[src/rtl/load_store_unit.sv]
// load_store_unit: data-memory initiator for byte/half/word loads and stores, with
// read-modify-write for sub-word stores. Optional accept-time trap: LSU_MISALIGN_TRAP_EN.
module load_store_unit #(
  parameter int WL       = 32,
  parameter int DM_WORDS = 1025
) (
  input  logic          clk,
  input  logic          rst,
  input  logic          req_valid,
  output logic          req_ready,
  input  logic          req_we,
  input  logic [1:0]    req_size,
  input  logic          req_unsigned,
  input  logic [WL-1:0] req_addr,
  input  logic [WL-1:0] req_wdata,
  output logic          rsp_valid,
  output logic [WL-1:0] rsp_rdata,
  output logic          rsp_err,
  output logic [WL-1:0] dm_addr,
  output logic [WL-1:0] dm_wdata,
  output logic          dm_we,
  input  logic [WL-1:0] dm_rdata
);

  typedef enum logic [1:0] {
    IDLE = 2'b00,
    RD   = 2'b01,
    WR   = 2'b10,
    RSP  = 2'b11
  } state_t;

  state_t        state_r;
  logic [1:0]    off_r;
  logic [1:0]    size_r;
  logic          uns_r;
  logic          we_r;
  logic [WL-1:0] wdata_r;
  logic          trap_s;

  // Pick the addressed lane of a read word and sign/zero-extend it.
  function automatic logic [WL-1:0] extract_load(input logic [WL-1:0] word,
                                                 input logic [1:0]    size,
                                                 input logic [1:0]    off,
                                                 input logic          uns);
    logic [7:0]    b;
    logic [15:0]   h;
    logic [WL-1:0] res;
    b = word[{off, 3'b000} +: 8];
    h = word[{off[1], 4'b0000} +: 16];
    case (size)
      2'b00:   res = {{(WL-8){b[7] & ~uns}}, b};
      2'b01:   res = {{(WL-16){h[15] & ~uns}}, h};
      default: res = word;
    endcase
    return res;
  endfunction

  // Overlay the store data onto the old word at the addressed lane.
  function automatic logic [WL-1:0] merge_store(input logic [WL-1:0] old,
                                                input logic [WL-1:0] wd,
                                                input logic [1:0]    size,
                                                input logic [1:0]    off);
    logic [WL-1:0] res;
    res = old;
    case (size)
      2'b00:   res[{off, 3'b000} +: 8] = wd[7:0];
      2'b01:   res[{off[1], 4'b0000} +: 16] = wd[15:0];
      default: res = wd;
    endcase
    return res;
  endfunction

`ifdef LSU_MISALIGN_TRAP_EN
  localparam logic [WL-1:0] MAX_IDX = WL'(DM_WORDS - 1);
  logic misalign_s;
  logic range_s;

  // Alignment check of the incoming request; size 11 behaves as a word.
  always_comb begin
    misalign_s = 1'b0;
    case (req_size)
      2'b00:   misalign_s = 1'b0;
      2'b01:   misalign_s = req_addr[0];
      default: misalign_s = (req_addr[1:0] != 2'b00);
    endcase
  end

  assign range_s = ({2'b00, req_addr[WL-1:2]} > MAX_IDX);
  assign trap_s  = misalign_s | range_s;
`else
  assign trap_s  = 1'b0;
`endif

  assign req_ready = (state_r == IDLE);

  // Request sequencing; every output except req_ready is a register here.
  always_ff @(posedge clk or posedge rst) begin
    if (rst) begin
      state_r   <= IDLE;
      off_r     <= 2'b00;
      size_r    <= 2'b00;
      uns_r     <= 1'b0;
      we_r      <= 1'b0;
      wdata_r   <= {WL{1'b0}};
      dm_addr   <= {WL{1'b0}};
      dm_wdata  <= {WL{1'b0}};
      dm_we     <= 1'b0;
      rsp_valid <= 1'b0;
      rsp_rdata <= {WL{1'b0}};
      rsp_err   <= 1'b0;
    end else begin
      case (state_r)
        IDLE: begin
          dm_we     <= 1'b0;
          rsp_valid <= 1'b0;
          if (req_valid) begin
            off_r   <= req_addr[1:0];
            size_r  <= req_size;
            uns_r   <= req_unsigned;
            we_r    <= req_we;
            wdata_r <= req_wdata;
            if (trap_s) begin
              // Trapped requests never reach memory.
              state_r   <= RSP;
              rsp_valid <= 1'b1;
              rsp_err   <= 1'b1;
              rsp_rdata <= {WL{1'b0}};
            end else if (req_we && req_size[1]) begin
              dm_addr  <= {2'b00, req_addr[WL-1:2]};
              state_r  <= WR;
              dm_we    <= 1'b1;
              dm_wdata <= req_wdata;
            end else begin
              dm_addr <= {2'b00, req_addr[WL-1:2]};
              state_r <= RD;
            end
          end else begin
            state_r <= IDLE;
          end
        end
        RD: begin
          dm_we <= 1'b0;
          if (we_r) begin
            state_r  <= WR;
            dm_we    <= 1'b1;
            dm_wdata <= merge_store(dm_rdata, wdata_r, size_r, off_r);
          end else begin
            state_r   <= RSP;
            rsp_valid <= 1'b1;
            rsp_err   <= 1'b0;
            rsp_rdata <= extract_load(dm_rdata, size_r, off_r, uns_r);
          end
        end
        WR: begin
          state_r   <= RSP;
          dm_we     <= 1'b0;
          rsp_valid <= 1'b1;
          rsp_err   <= 1'b0;
          rsp_rdata <= {WL{1'b0}};
        end
        RSP: begin
          state_r   <= IDLE;
          dm_we     <= 1'b0;
          rsp_valid <= 1'b0;
          rsp_err   <= 1'b0;
        end
        default: begin
          state_r   <= IDLE;
          dm_we     <= 1'b0;
          rsp_valid <= 1'b0;
          rsp_err   <= 1'b0;
        end
      endcase
    end
  end

endmodule

[config.mk]
export PLATFORM = sky130hd
export DESIGN_NAME = load_store_unit
export DESIGN_NICKNAME = d
export VERILOG_FILES = /design/src/rtl/load_store_unit.sv
export SDC_FILE = /design/constraint.sdc
export NUM_CORES = 1
export LEC_CHECK = 0
export ABC_CLOCK_PERIOD_IN_PS = 5200
export CELL_PAD_IN_SITES_DETAIL_PLACEMENT = 1
export CELL_PAD_IN_SITES_GLOBAL_PLACEMENT = 1
export CORE_MARGIN = 2
export CORE_UTILIZATION = 37
export CTS_CLUSTER_SIZE = 8
export DETAILED_ROUTE_END_ITERATION = 10
export GPL_ROUTABILITY_DRIVEN = 0
export PLACE_DENSITY = 0.83
export SETUP_SLACK_MARGIN = 0.15
export SLEW_MARGIN = 15
export SYNTH_ARGS = -nofsm -noshare
export SYNTH_HDL_FRONTEND = slang
export SYNTH_SLANG_ARGS = --single-unit
[constraint.sdc]
create_clock -name clk -period 5.2 [get_ports clk]
set_clock_uncertainty 0.15 [all_clocks]
set_input_delay 1.04 -clock clk [delete_from_list [all_inputs] [get_ports clk]]
set_output_delay 1.04 -clock clk [all_outputs]
set_load 0.05 [all_outputs]
==> flow_metrics.env <==
export IMPL_run_status="completed"
export IMPL_grt_usage_pct=24.8
export IMPL_synth_area_mm2=0.00673
export IMPL_drt_met1_wl_um=9850
export IMPL_synth_ff_type="dfrtp_1"
export IMPL_rows=49
export IMPL_numCtsBuffers=17
export IMPL_p_int_w=0.00376
export IMPL_yosys_cell_count_top_type="dfrtp_1"
export IMPL_wire_per_inst_um=23.5
export IMPL_cts_htree_levels=4
export IMPL_synth_edf_count=0
export IMPL_critPathMaxFanout=25
export IMPL_die_w_um=139
export IMPL_drc=0
export IMPL_drtIter0Drc=450
export IMPL_rsz0062_at_grt="no"
export IMPL_worst_pin_slew_ns=1.10
export IMPL_required_ns=5.32
export IMPL_synth_cell_types=56
export IMPL_p_sw_share_pct=47.3
export IMPL_max_slew_margin_pct=26.4
export IMPL_power_frac_seq_pct=27.6
export IMPL_grt_pass1_wl_um=37500
export IMPL_area_delta_synth_final_pct=40.9
export IMPL_synth_top_area_share_pct=50.6
export IMPL_clk_latency_ns=0.43
export IMPL_dieHeight_um=139
export IMPL_switchingPower_w=0.00337
export IMPL_vias=5985
export IMPL_setup_violations=0
export IMPL_antenna_found_initial=0
export IMPL_drt_wl_total_um=23900
export IMPL_crit_type="primary input to register"
export IMPL_report_final_hold_viol_count=0
export IMPL_cts_buffer_depth=2
export IMPL_drive_above_1_share_pct=16.3
export IMPL_powerDensity_mw_per_mm2=753
export IMPL_p_leak_nw=3.86
export IMPL_cp_start_kind="primary input"
export IMPL_synth_largest_area_cell="dfrtp_1"
export IMPL_cts_root_buf="clkbuf_16"
export IMPL_n_fill_cell=1900
export IMPL_arrival_ns=3.64
export IMPL_fin_setup_tns_ns=0
export IMPL_slew_viol_final=0
export IMPL_vias_per_cell=5.87
export IMPL_fin_crit_ns=3.52
export IMPL_pwr_share_comb_pct=54.2
export IMPL_post_route_period_util_pct=67.6
export IMPL_peakVddDrop_mv=0.399
export IMPL_cts_tree="built"
export IMPL_dieArea_mm2=0.0193
export IMPL_antenna_left=0
export IMPL_netlist_instances=597
export IMPL_max_freq_mhz=284
export IMPL_hpwl_um=17100
export IMPL_diodes=0
export IMPL_ys_warnings_count=0
export IMPL_wl_met2_um=11700
export IMPL_clkPwrFrac_pct=18.1
export IMPL_ys_seq_elements=136
export IMPL_cts_hold_buf=0
export IMPL_pin_count=203
export IMPL_postCtsSetupBuffers=0
export IMPL_hp_class="register to register"
export IMPL_start_util_pct=37.6
export IMPL_drtPass1Iterations=5
export IMPL_timing_hold_ws_ns=0.339
export IMPL_synthArstFlopShare_pct=100
export IMPL_ys_seq_area_share_pct=50.6
export IMPL_clock_sinks=136
export IMPL_multi_input_comb_area_mm2=0.00305
export IMPL_core_area_mm2=0.0179
export IMPL_grt_overflow=0
export IMPL_grt_max_degree=87
export IMPL_synthTopCellsByCount="dfrtp_1 (136), mux2_2 (69), nand2_1 (59)"
export IMPL_clk_pin_slew_worst_paths_ns=0.06
export IMPL_synth_area_leaders="dfrtp_1 (51%), mux2_2 (12%), a221oi_1 (4.2%), o21ai_0 (4.1%), nand2_1 (3.3%)"
export IMPL_cp_end_kind="register"
export IMPL_seq_area_mm2=0.00340
export IMPL_top_layer="met4"
export IMPL_nets=888
export IMPL_wl_met3_um=1900
export IMPL_syn_avg_cell_area_um2=11.3
export IMPL_portBuffers=199
export IMPL_grt_pass1_vias=6423
export IMPL_cts_resized=0
export IMPL_cap_violations=0
[state kept, by name, summed over array words and instances (netlist names)]
signal	flops
dm_addr	30
dm_wdata	32
dm_we	1
off_r	2
rsp_rdata	32
rsp_valid	1
size_r	2
state_r	2
uns_r	1
wdata_r	32
we_r	1
[power by group through the flow]
stage	clock (W)	combinational (W)	sequential, W
2_1_floorplan	0	0.00155	0.00296
3_3_place_gp	0	0.00371	0.00194
3_5_place_dp	0	0.00384	0.00197
4_1_cts	0.00131	0.00388	0.00196
5_1_grt	0.00136	0.00408	0.00203
6_report	0.00129	0.00387	0.00197
[final cells by class]
cell class / instances / area share (%)
sequential: 136 / 35.9
multi-input combinational: 400 / 32.1
timing repair buffer: 206 / 21.7
clock buffer: 25 / 5.44
tap: 229 / 3.02
clock inverter: 7 / 1.19
inverter: 16 / 0.660
[cells by family (layout without fill, tap and decap cells)]
family / Yosys count / after routing / share of synthesized area (%)
AOI/OAI and AO/OA: 185 / 185 / 19.2
DFF: 136 / 136 / 50.6
and+or+nand+nor: 118 / 118 / 9.42
muxes: 86 / 86 / 14.7
buffers and inverters: 63 / 254 / 4.55
adders and majority gates: 8 / 8 / 1.49
other: 1 / 3 / 0.0557
[worst max-delay path, stage by stage]
cell and delay (ns):
clkdlybuf4s50_1 0.54, nand4_1 0.69, a21o_1 0.75, nor2_2 0.45, a31oi_1 0.16
[cells in the final DEF, fill, tap and decap left out, drive strengths merged, types with 2 or more instances in the layout]
cell	n
clkdlybuf4s50	199
dfrtp	136
o21ai	74
mux2	69
nand2	59
a221oi	32
clkbuf	25
a21oi	21
a221o	16
inv	15
mux2i	14
or3	13
nor3b	9
a211o	8
a31oi	8
ha	8
buf	7
nor4	6
nor2	6
nor2b	5
nor3	5
nor4b	4
a2111oi	4
clkinv	4
nand2b	3
mux4	3
o22a	3
o221ai	3
a22o	3
a32oi	3
nand3	3
conb	3
bufinv	3
a21o	2
o31ai	2
[final timing paths]
path                                endpoint  slack [ns]  cells after the start         start
worst min-delay path            dm_wdata[16]        0.34                      2  dm_wdata[16]
max in group asynchronous         wdata_r[5]        3.07                      3           rst
worst min register to register  dm_wdata[16]        0.34                      2  dm_wdata[16]
worst max-delay path            dm_wdata[25]        1.68                      5     req_valid
worst max register to register  dm_wdata[25]        1.94                      7    state_r[1]
min in group asynchronous         dm_addr[2]        0.92                      2           rst
[through the flow]
step | utilization, % | instance area, um2 | std cells | total power, W | setup WS (ns)
2_1_floorplan | - | 6740 | 599 | 0.00451 | 0.371
3_3_place_gp | 49.4 | 8840 | 987 | 0.00565 | 1.58
3_5_place_dp | 49.4 | 8840 | 987 | 0.00581 | 1.35
4_1_cts | 52.9 | 9470 | 1019 | 0.00716 | 1.72
5_1_grt | 53.0 | 9480 | 1019 | 0.00746 | 1.51
6_report | 53.0 | 9480 | 1019 | 0.00714 | 1.68
[per-layer routing]
layer	vias to the layer above	GRT usage (%)
met3	39	7.91
met5	-	0
met1	3048	31.6
met2	288	40.7
met4	0	7.23
li1	2610	-
(Power assumes the default switching activity.)
